--- config.mk ---
export PLATFORM = sky130hd
export DESIGN_NAME = regfile_dump
export DESIGN_NICKNAME = d
export VERILOG_FILES = /design/src/rtl/regfile_dump.sv
export SDC_FILE = /design/constraint.sdc
export NUM_CORES = 1
export LEC_CHECK = 0
export CAP_MARGIN = 30
export CORE_MARGIN = 3
export CORE_UTILIZATION = 40
export DETAILED_ROUTE_END_ITERATION = 8
export GPL_TIMING_DRIVEN = 0
export PLACE_DENSITY = 0.77
export SKIP_LAST_GASP = 1
export SLEW_MARGIN = 30
export SYNTH_ARGS = -nofsm -noshare
export SYNTH_HDL_FRONTEND = slang
export SYNTH_SLANG_ARGS = --single-unit
--- constraint.sdc ---
create_clock -name clk -period 3.3 [get_ports clk]
set_clock_uncertainty 0.05 [all_clocks]
set_input_delay 0.66 -clock clk [delete_from_list [all_inputs] [get_ports clk]]
set_output_delay 0.66 -clock clk [all_outputs]
set_load 0.01 [all_outputs]
--- src/rtl/regfile_dump.sv ---
// Debug reader that walks a wrapping range of register-file indices through the Rs port
// and streams index/data words out over a valid/ready handshake.
module regfile_dump #(
    parameter int unsigned REGBITS = 5,
    parameter int unsigned WIDTH   = 32
) (
    input  logic               clk,
    input  logic               reset,
    input  logic               start,
    input  logic               abort,
    input  logic [REGBITS-1:0] firstReg,
    input  logic [REGBITS-1:0] lastReg,
    output logic [REGBITS-1:0] Rs,
    input  logic [WIDTH-1:0]   RsData,
    output logic [WIDTH-1:0]   outData,
    output logic [REGBITS-1:0] outIndex,
    output logic               outValid,
    input  logic               outReady,
    output logic               busy,
    output logic               done
);

    // All four encodings are live states, so no lockup encoding exists.
    typedef enum logic [1:0] {StIdle, StRead, StSend, StDone} state_e;

    state_e             state_q;
    logic [REGBITS-1:0] idx_q;
    logic [REGBITS-1:0] end_idx_q;

    always_ff @(posedge clk or negedge reset) begin
        if (!reset) begin
            state_q   <= StIdle;
            idx_q     <= '0;
            end_idx_q <= '0;
            outData   <= '0;
            outIndex  <= '0;
        end else if (abort) begin
            state_q <= StIdle;
        end else begin
            case (state_q)
                StIdle: begin
                    if (start) begin
                        idx_q     <= firstReg;
                        end_idx_q <= lastReg;
                        state_q   <= StRead;
                    end
                end
                StRead: begin
                    outData  <= RsData;
                    outIndex <= idx_q;
                    state_q  <= StSend;
                end
                StSend: begin
                    if (outReady) begin
                        if (idx_q == end_idx_q) begin
                            state_q <= StDone;
                        end else begin
                            // Natural wrap at 1<<REGBITS gives the lastReg < firstReg case.
                            idx_q   <= idx_q + 1'b1;
                            state_q <= StRead;
                        end
                    end
                end
                StDone: begin
                    state_q <= StIdle;
                end
                default: begin
                    state_q <= StIdle;
                end
            endcase
        end
    end

    assign Rs       = (state_q == StIdle) ? '0 : idx_q;
    assign outValid = (state_q == StSend);
    assign done     = (state_q == StDone);
    assign busy     = (state_q != StIdle);

endmodule

==> flow_summary.json, run 1 <==
{
  "seq_power_share_pct": 43.1,
  "post-synth-top-area-cell": "sky130_fd_sc_hd__dfrtp_1",
  "yosysMostFrequentCell": "sky130_fd_sc_hd__dfrtp_1",
  "top_level_ports": 92,
  "cell_by_cell_listing_of_the_critical_path": "nor2b_1, buf_2, clkdlybuf4s50_1",
  "area_used_by_multi_input_combinational_logic_um2": 832,
  "vdd_ir_drop_max_mv": 0.335,
  "post-synth-top-area-fraction_pct": 58.0,
  "grt_pass1_wl_um": 8270,
  "total_power_uw": 2030,
  "critical_path.startpoint_type": "register",
  "synth-adder-area-share_pct": 0.592,
  "max-clock-path-buffers": 2,
  "area_growth_from_synthesis_to_layout_pct": 52.2,
  "post-cts-setup-buffers": 0,
  "postCtsHoldBufs": 0,
  "num_antenna_cells": 0,
  "asyncSetResetFlopFracSynth_pct": 100,
  "synth_edf_count": 0,
  "synth_nets": 195,
  "clock_latency_ps": 300,
  "die_area_um2": 6190,
  "io_buffers": 91,
  "grt_util_all_layers_pct": 17.3,
  "count_of_routing_violations_after_the_opening_detailed_route_iteration": 56,
  "cts.clk_slew.worst_paths_ps": 80,
  "h-tree-depth": 2,
  "route.detailed.vias_per_inst": 4.91,
  "cts-root-buf": "sky130_fd_sc_hd__clkbuf_8",
  "clock_power_share_pct": 21.0,
  "tns_ps": 0,
  "die_h_um": 78.7,
  "grt_max_degree": 50,
  "place_congestion": 0.838,
  "placement_rows": 25,
  "ys_warn_count": 0,
  "peak_per_stage_delay_on_the_critical_path_ps": 560,
  "worst_hold_path_type": "in -> async",
  "vias_in_the_first_global_route": 1633,
  "final_net_count": 293,
  "wl_per_cell_um": 15.9,
  "ant_nets": 0,
  "post_synth.cell_area_avg_um2": 14.4,
  "criticalPathCategory": "reg -> out",
  "drv.max_cap_violation_count": 0,
  "final_hold_viol_count": 0,
  "synthSimpleGateAreaFrac_pct": 7.28,
  "share_of_power_burned_in_combinational_logic_pct": 35.9,
  "leakage_uw": 0.00132,
  "internal_cell_power_uw": 1450,
  "achievable-frequency_mhz": 379,
  "drt_drc_violations_left": 0,
  "yosys-top-cells-count": "49 x sky130_fd_sc_hd__dfrtp_1, 41 x sky130_fd_sc_hd__mux2_2, 6 x sky130_fd_sc_hd__inv_1, 5 x sky130_fd_sc_hd__nor2_1, 4 x sky130_fd_sc_hd__xor2_1",
  "finalMaxSlewViolations": 0,
  "clock_sink_count": 49,
  "critPathRequiredTime_ps": 2590,
  "grt_antenna_before_repair": 0,
  "crit_arrival_ps": 1930,
  "power.density_nw_per_um2": 631,
  "floorplan.initialDensity_pct": 43.0,
  "yosysSeqAreaShare_pct": 58.0,
  "reg2reg_setup_slack_ps": 1460,
  "cp_max_fo": 10,
  "timing.max_slew.rel_slack_pct": 59.2,
  "grt.overflow.total": 0,
  "setup_crit_end_kind": "output port",
  "synthesis.area_um2": 2110,
  "vias": 1536,
  "netSwitchingPower_uw": 574,
  "critical_path.top_delay_family": "buffers and inverters",
  "design.core.area_um2": 4910,
  "total_of_endpoints_with_negative_setup_slack_in_the_final_report": 0,
  "wl_um": 4970,
  "muxShareOfSynthArea_pct": 24.1,
  "dp_hpwl_um": 3870,
  "die-width_um": 78.7,
  "dpl_cells": 305,
  "layout_worst_path_cycle_share_pct": 79.9,
  "final-seq-area_um2": 1230,
  "utilization_after_layout_pct": 65.5,
  "synth_compound_area_share_pct": 5.33,
  "worst_pin_slew_ps": 612,
  "num-fill-cells": 419,
  "finalNonFillerCells": 313,
  "outcome": "completed",
  "ys_seq_elements": 49,
  "p_sw_share_pct": 28.3,
  "postCtsResizedCells": 0,
  "crit_buf_inv": 2,
  "cts_buffers": 5,
  "rsz0062_at_grt": "false",
  "detailedRoute.firstPassIterationCount": 4,
  "synthesis.instances": 147,
  "tritoncts": "built",
  "fraction_of_final_layout_cells_with_drive_strength_greater_than_1_pct": 25.2,
  "synth-xor-area-share_pct": 2.07,
  "largest_family_of_logic_cells_by_synthesized_area": "multiplexers",
  "dominantRegCellSynth": "sky130_fd_sc_hd__dfrtp_1",
  "post_synth_main_area_contributors": "sky130_fd_sc_hd__dfrtp_1 58%, sky130_fd_sc_hd__mux2_2 22%, sky130_fd_sc_hd__xor2_1 1.7%, sky130_fd_sc_hd__a221o_1 1.4%, sky130_fd_sc_hd__buf_4 1.1%",
  "crit_slowest_cell": "sky130_fd_sc_hd__clkdlybuf4s50_1",
  "fin_crit_ps": 2640,
  "post_synth_num_cell_types": 29
}
==> stage by stage <==
step / hold WS, ps / area (um2) / setup slack [ps]
6_report: 317 / 3220 / 664
5_1_grt: 350 / 3220 / 560
4_1_cts: 328 / 3220 / 644
3_5_place_dp: 444 / 3110 / 836
3_3_place_gp: 439 / 3110 / 65.2
2_1_floorplan: 314 / 2110 / 1510
==> area by class of cell <==
cell class,instances,area share (%)
sequential,49,38.1
timing repair buffer,91,28.2
buffer,5,1.01
clock buffer,6,2.26
multi-input combinational,87,25.9
tap,67,2.61
clock inverter,2,1.21
inverter,6,0.700
==> cells by family (layout without fill, tap and decap cells) <==
group | Yosys count | count (layout)
buffers and inverters | 11 | 110
adder cells (fa/ha/maj) | 1 | 1
multiplexers | 45 | 45
flip-flops | 49 | 49
XOR/XNOR | 5 | 5
AO/OA/AOI/OAI | 12 | 12
AND/OR/NAND/NOR | 24 | 24
==> per-layer routing <==
metal | part of all wire [%] | vias to the layer above | routed length, um | GRT usage, %
met3 | 4.2 | 14 | 211 | 2.75
met1 | 39 | 762 | 1950 | 21.0
met5 | 0 | - | 0 | 0
met2 | 54 | 45 | 2670 | 30.3
met4 | 2.9 | 0 | 142 | 7.52
li1 | - | 715 | - | -
==> worst reg2reg max path: cells and delay by family (launching register included) <==
| family | cells | cell delay [ps] |
|---|---|---|
| and+or+nand+nor | 2 | 720 |
| muxes | 1 | 380 |
| buffers and inverters | 1 | 150 |
| DFF | 1 | 420 |
==> flip-flops by register name, summed over array words and instances, names as in the netlist <==
name and flops:
idx_q 5, end_idx_q 5, outData 32, state_q 2, outIndex 5
==> cells in the final DEF (no fill, tap or decap), types with 2 or more instances in the layout <==
master	synthesis	routed
sky130_fd_sc_hd__a221o_1	3	3
sky130_fd_sc_hd__a22oi_1	2	2
sky130_fd_sc_hd__and2_1	3	3
sky130_fd_sc_hd__buf_2	2	2
sky130_fd_sc_hd__buf_4	3	4
sky130_fd_sc_hd__clkbuf_8	0	5
sky130_fd_sc_hd__clkdlybuf4s50_1	0	90
sky130_fd_sc_hd__dfrtp_1	49	49
sky130_fd_sc_hd__inv_1	6	6
sky130_fd_sc_hd__mux2_1	2	2
sky130_fd_sc_hd__mux2_2	41	41
sky130_fd_sc_hd__nand2_1	3	3
sky130_fd_sc_hd__nand2b_1	2	2
sky130_fd_sc_hd__nand3_1	3	3
sky130_fd_sc_hd__nor2_1	5	5
sky130_fd_sc_hd__nor2b_1	3	3
sky130_fd_sc_hd__o22ai_1	2	2
sky130_fd_sc_hd__or3_1	2	2
sky130_fd_sc_hd__xor2_1	4	4
==> final timing paths <==
check	endpoint	start	cells past startpoint
setup / recovery	outValid	state_q[1]	3
hold / removal	end_idx_q[2]	reset	1
setup reg to reg	end_idx_q[0]	state_q[0]	4
hold reg to reg	outData[31]	outData[31]	1
max in group asynchronous	outData[0]	reset	1
min in group clk	outData[31]	outData[31]	1
==> power by group through the flow <==
stage	clock network, uW	logic (uW)	registers (uW)
floorplan	0	251	936
global placement	0	726	882
detailed placement	0	736	891
CTS	445	741	879
global route	470	778	903
finish	426	728	875
No activity file was read; power rests on OpenSTA's default activity.
==> run 2, diff against run 1 <==
CORE_UTILIZATION = 38   (was 40)
PLACE_DENSITY = 0.76   (was 0.77)
clock period = 2.3 ns   (was 3.3 ns; I/O delays follow)
==> flow_summary.json, run 2 (synthesis results as in run 1) <==
{
  "outcome": "completed",
  "clock_latency_ps": 300,
  "fin_crit_ps": 2260,
  "total_of_endpoints_with_negative_setup_slack_in_the_final_report": 0,
  "area_used_by_multi_input_combinational_logic_um2": 842,
  "place_congestion": 0.764,
  "layout_worst_path_cycle_share_pct": 98.1,
  "criticalPathCategory": "reg -> out",
  "tritoncts": "built",
  "worst_pin_slew_ps": 617,
  "grt_max_degree": 50,
  "layout.cells.most_common_list": "90 x sky130_fd_sc_hd__clkdlybuf4s50_1, 49 x sky130_fd_sc_hd__dfrtp_1, 41 x sky130_fd_sc_hd__mux2_2",
  "drt_drc_violations_left": 0,
  "route.detailed.vias_per_inst": 4.77,
  "cts_buffers": 5,
  "vdd_ir_drop_max_mv": 0.498,
  "grt_antenna_before_repair": 0,
  "cts-root-buf": "sky130_fd_sc_hd__clkbuf_8",
  "achievable-frequency_mhz": 443,
  "cp_max_fo": 10,
  "die_area_um2": 6490,
  "wl_per_cell_um": 14.5,
  "area_growth_from_synthesis_to_layout_pct": 52.0,
  "count_of_routing_violations_after_the_opening_detailed_route_iteration": 28,
  "grt.overflow.total": 0,
  "power.density_nw_per_um2": 869,
  "dp_hpwl_um": 3370,
  "detailedRoute.firstPassIterationCount": 4,
  "grt_util_all_layers_pct": 14.4,
  "vias": 1506,
  "top_level_ports": 92,
  "postPlaceCellArea_um2": 3110,
  "design.core.area_um2": 5240,
  "leakage_uw": 0.00130,
  "io_buffers": 91,
  "final_hold_viol_count": 0,
  "cts.clk_slew.worst_paths_ps": 90,
  "max-clock-path-buffers": 2,
  "most_frequent_standard_cell_in_the_layout_excluding_fill_and_tap_cells": "sky130_fd_sc_hd__clkdlybuf4s50_1",
  "post_route_standard_cell_area_excluding_fillers_um2": 3210,
  "final-seq-area_um2": 1230,
  "post-cts-setup-buffers": 0,
  "critPathRequiredTime_ps": 1790,
  "total_power_uw": 2790,
  "largest_register_ffs": 32,
  "fraction_of_final_layout_cells_with_drive_strength_greater_than_1_pct": 26.4,
  "finalMaxSlewViolations": 0,
  "die_h_um": 80.6,
  "grt_pass1_wl_um": 7190,
  "regMostFlops": "outData",
  "num_antenna_cells": 0,
  "wl_um": 4580,
  "drv.max_cap_violation_count": 0,
  "die-width_um": 80.6,
  "setup_crit_end_kind": "output port",
  "num-fill-cells": 452,
  "worst_hold_path_type": "in -> async",
  "floorplan.initialDensity_pct": 40.3,
  "final_net_count": 293,
  "clock_sink_count": 49,
  "critical_path.startpoint_type": "register",
  "timing.max_slew.rel_slack_pct": 58.9,
  "h-tree-depth": 2,
  "ant_nets": 0,
  "crit_arrival_ps": 1750,
  "vias_in_the_first_global_route": 1508,
  "placement_rows": 26,
  "rsz0062_at_grt": "true"
}
[run 2: cell count changes in the layout (fill, tap and decap cells not counted)]
cell                         previous run  this run
sky130_fd_sc_hd__clkbuf_1               1         0
sky130_fd_sc_hd__nor2_2                 1         2
sky130_fd_sc_hd__nor2_1                 5         4
sky130_fd_sc_hd__buf_4                  4         5
sky130_fd_sc_hd__clkinv_4               1         0
sky130_fd_sc_hd__clkinvlp_4             0         3
sky130_fd_sc_hd__bufinv_16              1         0
sky130_fd_sc_hd__buf_2                  2         1
sky130_fd_sc_hd__nor2b_1                3         2
sky130_fd_sc_hd__nor2b_4                0         1
[run 2: worst max-delay path: stages, from the launching register on]
cell                              delay [ps]
sky130_fd_sc_hd__dfrtp_1                 450
sky130_fd_sc_hd__nor2b_4                 250
sky130_fd_sc_hd__buf_4                   200
sky130_fd_sc_hd__clkdlybuf4s50_1         550
[run 2: path summary, 6_finish.rpt]
kind / start / end / slack (ps) / depth (start not counted)
hold reg to reg: outData[7] / outData[7] / 460 / 1
setup reg to reg: state_q[1] / outIndex[1] / 440 / 4
max in group asynchronous: reset / outData[21] / 1670 / 1
setup / recovery: state_q[1] / outValid / 40 / 3
min in group clk: outData[7] / outData[7] / 460 / 1
hold / removal: reset / end_idx_q[1] / 120 / 1
[run 2: repair_timing]
action | CTS | global route
cloned | 0 | 0
endpoints found under the setup margin | 1 | 1
hold buffers | 0 | 0
resized for setup | 3 | 1
[run 2: cell type report]
class                      count  area share [%]
sequential                    49            38.2
timing repair buffer          91            28.3
multi-input combinational     87            26.2
tap                           70            2.73
clock buffer                   5            2.14
buffer                         5            1.09
clock inverter                 3           0.701
inverter                       6           0.701
[run 2: through the flow]
step | instances | hold slack, ps | worst slack, ps | setup TNS, ps | util, %
final | 316 | 120 | 43.8 | 0 | 61.3
after global routing | 316 | 167 | -15.2 | -15.2 | 61.3
after CTS | 316 | 144 | 25.2 | 0 | 61.3
after detailed placement | 308 | 443 | 6.40 | 0 | 59.4
after global placement | 308 | 417 | -727 | -36320 | 59.4
after floorplan | 147 | 114 | 673 | 0 | -
[run 2: where the power goes]
part	total, uW	internal (uW)	leakage, uW	switching [uW]
registers	1250	1100	0.000575	151
logic	1040	662	0.000689	377
clock network	504	214	0.0000364	291
total	2790	1970	0.00130	819
[run 2: routing by layer]
layer | wire [um] | GRT usage, % | part of all wire, % | vias to the layer above
li1 | - | - | - | 716
met1 | 1950 | 18.3 | 43 | 729
met4 | 54 | 5.57 | 1.2 | 0
met3 | 425 | 4.37 | 9.3 | 4
met2 | 2150 | 23.0 | 47 | 57
met5 | 0 | 0 | 0 | -
